===== config.mk =====
export PLATFORM = sky130hd
export DESIGN_NAME = xadc_channel_monitor
export DESIGN_NICKNAME = d
export VERILOG_FILES = /design/src/rtl/xadc_channel_monitor.sv
export SDC_FILE = /design/constraint.sdc
export NUM_CORES = 1
export LEC_CHECK = 0
export BUFFER_PORTS_ARGS = -buffer_cell sky130_fd_sc_hd__buf_4
export CAP_MARGIN = 20
export CORE_MARGIN = 4
export CORE_UTILIZATION = 35
export CTS_BUF_LIST = sky130_fd_sc_hd__clkbuf_4 sky130_fd_sc_hd__clkbuf_8
export DETAILED_ROUTE_END_ITERATION = 7
export HOLD_SLACK_MARGIN = 0.06
export SKIP_CTS_REPAIR_TIMING = 1
export SLEW_MARGIN = 30
export SYNTH_ARGS = -nofsm -noshare
export SYNTH_HDL_FRONTEND = slang
export SYNTH_SLANG_ARGS = --single-unit

===== constraint.sdc =====
create_clock -name clk -period 6.47 [get_ports clk]
set_input_delay 1.294 -clock clk [delete_from_list [all_inputs] [get_ports clk]]
set_output_delay 1.294 -clock clk [all_outputs]
set_load 0.05 [all_outputs]

===== src/rtl/xadc_channel_monitor.sv =====
// xadc_channel_monitor
// Sits between the XADC wizard (channel-sequencer mode) and user logic.
// Each end-of-conversion on a channel listed in CH_ADDRS triggers one guarded
// DRP read. Per channel it keeps the last code, a block average, min/max and
// a hysteresis high-alarm. Dropped conversions and DRP timeouts are counted.

module xadc_channel_monitor #(
    parameter int unsigned        N_CH     = 4,
    parameter logic [7*N_CH-1:0]  CH_ADDRS = {7'h06, 7'h02, 7'h01, 7'h00},
    parameter int unsigned        AVG_LOG2 = 2,
    parameter logic [11:0]        HYST     = 12'd16,
    parameter int unsigned        TIMEOUT  = 15,
    localparam int unsigned       SEL_W    = (N_CH > 1) ? $clog2(N_CH) : 1
) (
    input  logic                 clk,
    input  logic                 rst,
    input  logic                 eoc_in,
    input  logic [4:0]           channel_in,
    output logic                 den_out,
    output logic                 dwe_out,
    output logic [15:0]          di_out,
    output logic [6:0]           daddr_out,
    input  logic                 drdy_in,
    input  logic [15:0]          do_in,
    input  logic [12*N_CH-1:0]   thr_hi_in,
    input  logic                 clr_minmax_in,
    input  logic [SEL_W-1:0]     sel_in,
    output logic [11:0]          sel_last_out,
    output logic [11:0]          sel_avg_out,
    output logic [11:0]          sel_min_out,
    output logic [11:0]          sel_max_out,
    output logic                 upd_valid_out,
    output logic [SEL_W-1:0]     upd_idx_out,
    output logic [11:0]          upd_data_out,
    output logic [N_CH-1:0]      alarm_out,
    output logic [7:0]           overrun_cnt_out,
    output logic [7:0]           timeout_cnt_out
);

    localparam int unsigned ACC_W = 12 + AVG_LOG2;
    localparam int unsigned CNT_W = (AVG_LOG2 > 0) ? AVG_LOG2 : 1;
    localparam int unsigned TMR_W = (TIMEOUT > 0) ? $clog2(TIMEOUT + 1) : 1;
    localparam logic [CNT_W-1:0] CNT_MAX = CNT_W'((1 << AVG_LOG2) - 1);

    typedef enum logic [1:0] {
        ST_IDLE,
        ST_REQ,
        ST_WAIT,
        ST_STORE
    } state_t;

    // Read sequencer state
    state_t             r_state;
    logic [SEL_W-1:0]   r_idx;
    logic [6:0]         r_daddr;
    logic               r_den;
    logic [TMR_W-1:0]   r_timer;
    logic [11:0]        r_code;
    logic               r_upd_valid;
    logic [7:0]         r_ovr_cnt;
    logic [7:0]         r_tmo_cnt;

    // Per-channel storage
    logic [11:0]        r_last [N_CH];
    logic [11:0]        r_avg  [N_CH];
    logic [11:0]        r_min  [N_CH];
    logic [11:0]        r_max  [N_CH];
    logic [ACC_W-1:0]   r_acc  [N_CH];
    logic [CNT_W-1:0]   r_cnt  [N_CH];
    logic [N_CH-1:0]    r_alarm;

    // Combinational helpers
    logic               w_hit;
    logic [SEL_W-1:0]   w_hit_idx;
    logic [11:0]        w_thr;
    logic [11:0]        w_min_base;
    logic [11:0]        w_max_base;
    logic [11:0]        w_min_new;
    logic [11:0]        w_max_new;
    logic [ACC_W-1:0]   w_sum;
    logic               w_wrap;
    logic [11:0]        w_avg_new;
    logic               w_alarm_new;
    logic               w_sel_ok;

    // Channel table lookup: lowest matching index wins
    always_comb begin
        w_hit     = 1'b0;
        w_hit_idx = '0;
        for (int unsigned i = 0; i < N_CH; i++) begin
            if (!w_hit && ({2'b00, channel_in} == CH_ADDRS[7*i +: 7])) begin
                w_hit     = 1'b1;
                w_hit_idx = SEL_W'(i);
            end
        end
    end

    // Sequencer: IDLE -> REQ (den pulse) -> WAIT (drdy or timeout) -> STORE
    always_ff @(posedge clk) begin
        if (rst) begin
            r_state     <= ST_IDLE;
            r_idx       <= '0;
            r_daddr     <= '0;
            r_den       <= 1'b0;
            r_timer     <= '0;
            r_code      <= '0;
            r_upd_valid <= 1'b0;
            r_ovr_cnt   <= '0;
            r_tmo_cnt   <= '0;
        end else begin
            r_den       <= 1'b0;
            r_upd_valid <= 1'b0;
            if (eoc_in && w_hit && (r_state != ST_IDLE) && (r_ovr_cnt != 8'hFF)) begin
                r_ovr_cnt <= r_ovr_cnt + 8'd1;
            end
            case (r_state)
                ST_IDLE: begin
                    if (eoc_in && w_hit) begin
                        r_idx   <= w_hit_idx;
                        r_daddr <= {2'b00, channel_in};
                        r_den   <= 1'b1;
                        r_state <= ST_REQ;
                    end
                end
                ST_REQ: begin
                    r_timer <= '0;
                    r_state <= ST_WAIT;
                end
                ST_WAIT: begin
                    if (drdy_in) begin
                        r_code      <= do_in[15:4];
                        r_upd_valid <= 1'b1;
                        r_state     <= ST_STORE;
                    end else if (r_timer == TMR_W'(TIMEOUT)) begin
                        if (r_tmo_cnt != 8'hFF) begin
                            r_tmo_cnt <= r_tmo_cnt + 8'd1;
                        end
                        r_state <= ST_IDLE;
                    end else begin
                        r_timer <= r_timer + TMR_W'(1);
                    end
                end
                ST_STORE: begin
                    r_state <= ST_IDLE;
                end
                default: begin
                    r_state <= ST_IDLE;
                end
            endcase
        end
    end

    // Next-value computation for the channel being stored
    always_comb begin
        w_thr = '0;
        for (int unsigned i = 0; i < N_CH; i++) begin
            if (r_idx == SEL_W'(i)) begin
                w_thr = thr_hi_in[12*i +: 12];
            end
        end
        // A coincident clear must be seen before the new sample is folded in
        w_min_base = clr_minmax_in ? 12'hFFF : r_min[r_idx];
        w_max_base = clr_minmax_in ? 12'h000 : r_max[r_idx];
        w_min_new  = (r_code < w_min_base) ? r_code : w_min_base;
        w_max_new  = (r_code > w_max_base) ? r_code : w_max_base;
        w_sum      = r_acc[r_idx] + ACC_W'(r_code);
        w_wrap     = (r_cnt[r_idx] == CNT_MAX);
        w_avg_new  = 12'(w_sum >> AVG_LOG2);
        if (w_avg_new > w_thr) begin
            w_alarm_new = 1'b1;
        end else if (({1'b0, w_avg_new} + {1'b0, HYST}) <= {1'b0, w_thr}) begin
            w_alarm_new = 1'b0;
        end else begin
            w_alarm_new = r_alarm[r_idx];
        end
    end

    // Per-channel trackers: clear of min/max, then store of the captured sample
    always_ff @(posedge clk) begin
        if (rst) begin
            for (int unsigned i = 0; i < N_CH; i++) begin
                r_last[i] <= '0;
                r_avg[i]  <= '0;
                r_min[i]  <= '1;
                r_max[i]  <= '0;
                r_acc[i]  <= '0;
                r_cnt[i]  <= '0;
            end
            r_alarm <= '0;
        end else begin
            for (int unsigned i = 0; i < N_CH; i++) begin
                if (clr_minmax_in) begin
                    r_min[i] <= '1;
                    r_max[i] <= '0;
                end
                if ((r_state == ST_STORE) && (r_idx == SEL_W'(i))) begin
                    r_last[i] <= r_code;
                    r_min[i]  <= w_min_new;
                    r_max[i]  <= w_max_new;
                    if (w_wrap) begin
                        r_acc[i]   <= '0;
                        r_cnt[i]   <= '0;
                        r_avg[i]   <= w_avg_new;
                        r_alarm[i] <= w_alarm_new;
                    end else begin
                        r_acc[i] <= w_sum;
                        r_cnt[i] <= r_cnt[i] + CNT_W'(1);
                    end
                end
            end
        end
    end

    // Readback mux; out-of-range selects read as zero
    always_comb begin
        w_sel_ok     = (32'(sel_in) < N_CH);
        sel_last_out = '0;
        sel_avg_out  = '0;
        sel_min_out  = '0;
        sel_max_out  = '0;
        if (w_sel_ok) begin
            sel_last_out = r_last[sel_in];
            sel_avg_out  = r_avg[sel_in];
            sel_min_out  = r_min[sel_in];
            sel_max_out  = r_max[sel_in];
        end
    end

    assign den_out         = r_den;
    assign dwe_out         = 1'b0;
    assign di_out          = '0;
    assign daddr_out       = r_daddr;
    assign upd_valid_out   = r_upd_valid;
    assign upd_idx_out     = r_idx;
    assign upd_data_out    = r_code;
    assign alarm_out       = r_alarm;
    assign overrun_cnt_out = r_ovr_cnt;
    assign timeout_cnt_out = r_tmo_cnt;

endmodule


==> flow_summary_export.csv <==
group,metric,value,unit
floorplanning,num_rows,77,
logic_synthesis,synth-seq-cells,305,
final_layout,layout-area-overhead-vs-synth,19.10,%
cts,numCtsBuffers,52,
final_layout,multi_input_area,6385,um2
final_layout,layout-drive-gt1-share,28.87,%
global_routing,grt_pass1_vias,10920,
worst_setup_path,cpMaxStageDelayCell,"xor2_1",
final_layout,layout_commonest_cell,"nor2_1",
floorplanning,io_pins,184,
final_layout,register_area,8671,um2
cts,cts_tree,"yes",
global_routing,grt_pass1_wl,63.33,mm
worst_setup_path,rr_worst_depth,16,
timing,fin_skew,0.04297,ns
global_routing,grt-busiest-layer,"met2",
final_layout,fin_area,18550,um2
run_status,status,"finished, final reports clean",
timing,hold_viol,0,
final_layout,nFillCells,4227,
worst_setup_path,arrival,5.74,ns
floorplanning,core,44120,um2
power,peakVddDrop,0.1426,mV
global_routing,grt_overflow_total,0,
worst_setup_path,critPathKind,"reg2reg",
timing,finalMaxSlewViolations,0,
global_routing,gr-usage-all-layers,17.37,%
route,drtPass1Iterations,5,
timing,setup_viol,0,
final_layout,diodes,0,
worst_setup_path,worst_path_largest_cell_delay,0.63,ns
timing,fmax,190.3,MHz
logic_synthesis,syn_area,15570,um2
global_routing,met2_usage,29.29,%
cts,cts_root_buffer,"clkbuf_8",
min_path,hold_end,"daddr_out[1]",
cts,h-tree-depth,2,
global_routing,grt_antenna_before_repair,2,
logic_synthesis,async_reset_ff_share,0,%
floorplanning,die_height,218.9,um
route,finalWirelength,41.68,mm
floorplanning,dieArea,47930,um2
power,power_leakage,6.770,nW
cts,cts.sinks,305,
place,dpl_cell_area,17390,um2
min_path,hold_class,"reg2reg",
place,dp_hpwl,28.30,mm
min_path,hp-start,"daddr_out[1]",
logic_synthesis,yosys_warnings,0,
route,ant_nets,0,
route,drc_errors,0,
route,vias,10420,
timing,fin_crit_sh,81.20,%
logic_synthesis,yosysUniqueCellTypes,56,
final_layout,mostFrequentLayoutCells,"259 x nor2_1, 256 x edfxtp_1, 188 x buf_4",
worst_setup_path,cp_cell_sequence,"buf_4 > mux4_2 > fa_1 > a21o_1 > a221oi_2 > o211ai_1 > o211ai_1 > xor2_1 > inv_1 > nand3_1 > xnor2_1 > ha_1 > a2111oi_0 > a31oi_1 > o21bai_1 > o311ai_1",
worst_setup_path,required,6.96,ns
cts,clk_latency,0.65,ns
global_routing,grt_util_met1,22.10,%
global_routing,grtUsageMet3,4.736,%
timing,maxSlewHeadroom,41.21,%
worst_setup_path,r2r_end,"alarm_out[1]",
place,io_buffers,160,
logic_synthesis,syn_avg_cell_area,12.61,um2
min_path,worstHoldPathCells,2,
final_layout,final_net_count,1543,
power,powerDensity,246.9,nW/um2
cts,clk_pin_slew,0.06,ns
worst_setup_path,end_kind,"register",
worst_setup_path,reg2reg_slack,1.22,ns
route,wl_per_cell,20.43,um
logic_synthesis,synth_edf_count,256,
logic_synthesis,netlist_instances,1235,
timing,tightest_slew,0.8786,ns
floorplanning,die_w,218.9,um
cts,clock_path_buffers,3,
logic_synthesis,yosys_most_used_dff,"edfxtp_1",
final_layout,final_cells,2040,
place,dp_cells,1944,
worst_setup_path,cp_common_cell,"o211ai_1",
route,first_iter_violations,743,
timing,timing.setup.tns,0,ns
timing,grt_setup_unrepaired,"false",
place,place.gp.congestion,0.8491,
logic_synthesis,ys_seq_area_share,55.66,%
floorplanning,initial_utilization,35.29,%
worst_setup_path,crit_fanout,12,
timing,min_period,5.254,ns
route,vias_per_cell,5.108,
global_routing,grt_max_degree,61,
flow_run,drv_cap,0,
worst_setup_path,start_kind,"register",
==> registers in the layout (all words and copies together) (netlist names), named ones only <==
register         count
upd_valid_out        1
r_cnt                8
r_max               48
timeout_cnt_out      8
r_timer              4
alarm_out            4
den_out              1
r_avg               48
r_acc               56
upd_data_out        12
r_last              48
upd_idx_out          2
r_state              2
overrun_cnt_out      8
daddr_out            5
r_min               48
==> layout make-up <==
| cell class | count | share of cell area (%) |
|---|---|---|
| multi-input combinational | 812 | 34.42 |
| tap | 592 | 3.993 |
| clock inverter | 22 | 1.288 |
| sequential | 305 | 46.75 |
| clock buffer | 74 | 4.951 |
| timing repair buffer | 189 | 7.669 |
| inverter | 46 | 0.9309 |
==> synthesized netlist by cell type, types with 2 or more instances <==
cell type,instances,share of area (%)
o21bai_1,5,0.24
or3_1,10,0.40
a21oi_1,42,1.3
nand3_1,6,0.19
a211oi_1,2,0.096
mux2i_1,4,0.26
nor3_1,14,0.45
xor2_1,16,0.90
xnor2_1,18,1.0
clkbuf_1,52,1.3
ha_1,60,4.8
o21a_1,6,0.29
o21ai_0,16,0.51
buf_2,9,0.29
nor2b_1,9,0.36
mux4_2,99,14
mux2_2,24,1.7
edfxtp_1,256,49
nand2b_1,16,0.64
inv_1,46,1.1
buf_1,6,0.14
nand4_1,16,0.64
dfxtp_1,49,6.3
nand2_1,105,2.5
a21o_1,15,0.72
buf_4,23,1.1
nor2_1,263,6.3
o311ai_1,4,0.22
or2_2,2,0.080
a31oi_1,3,0.12
o211ai_1,6,0.29
and3_1,4,0.16
nor3b_1,4,0.19
a311oi_1,2,0.11
and4_1,2,0.11
==> worst max path at each step <==
stage / startpoint / slack, ns / end
after floorplan: register / 0.86 / alarm_out[0]
after global placement: register / 1.33 / alarm_out[0]
after detailed placement: register / 1.26 / alarm_out[0]
after CTS: register / 1.27 / alarm_out[1]
after global routing: register / 0.84 / alarm_out[1]
final: register / 1.22 / alarm_out[1]
==> logic make-up after synthesis <==
| logic type | synth area share [%] |
|---|---|
| AOI/OAI and AO/OA | 4.652 |
| muxes | 16.31 |
| adders and majority gates | 4.949 |
| buffers and inverters | 3.905 |
| DFF | 55.66 |
| xor gates and xnor gates | 1.912 |
| other | 0.02408 |
| and+or+nand+nor | 12.59 |
==> critical path, delay by kind of cell (launching register included) <==
kind                     cells  cell delay [ns]
adder cells (fa/ha/maj)      2             0.73
flip-flops                   1             0.44
buffers and inverters        2             0.47
XOR/XNOR                     2             0.79
AND/OR/NAND/NOR              1             0.25
multiplexers                 1             0.58
AO/OA/AOI/OAI                8             1.87
==> metal layers <==
metal / routed length, um / share of wire (%)
met3: 3245 / 7.8
met4: 827 / 2.0
met1: 17160 / 41
met5: 20 / 0.048
met2: 20420 / 49
==> where the power goes <==
| part | internal, W | total [W] | leakage, nW | switching (W) |
|---|---|---|---|---|
| Combinational | 0.000169 | 0.000463 | 3.24 | 0.000294 |
| Clock | 0.00112 | 0.00192 | 0.616 | 0.000802 |
| Sequential | 0.00217 | 0.00220 | 2.91 | 0.0000214 |
| Total | 0.00346 | 0.00458 | 6.77 | 0.00112 |
==> per-stage QoR <==
stage                     setup WS, ns  power (W)  util [%]  hold slack (ns)
after floorplan                 0.8597   0.002555         -           0.5274
after CTS                        1.269   0.004638     42.04           0.4729
after global routing            0.8354   0.004764     42.04           0.4958
final                            1.216   0.004580     42.04           0.4724
after global placement           1.333   0.002696     39.38           0.4489
after detailed placement         1.259   0.002705     39.41           0.4562
Note: power is estimated with default switching activity, not from simulation.
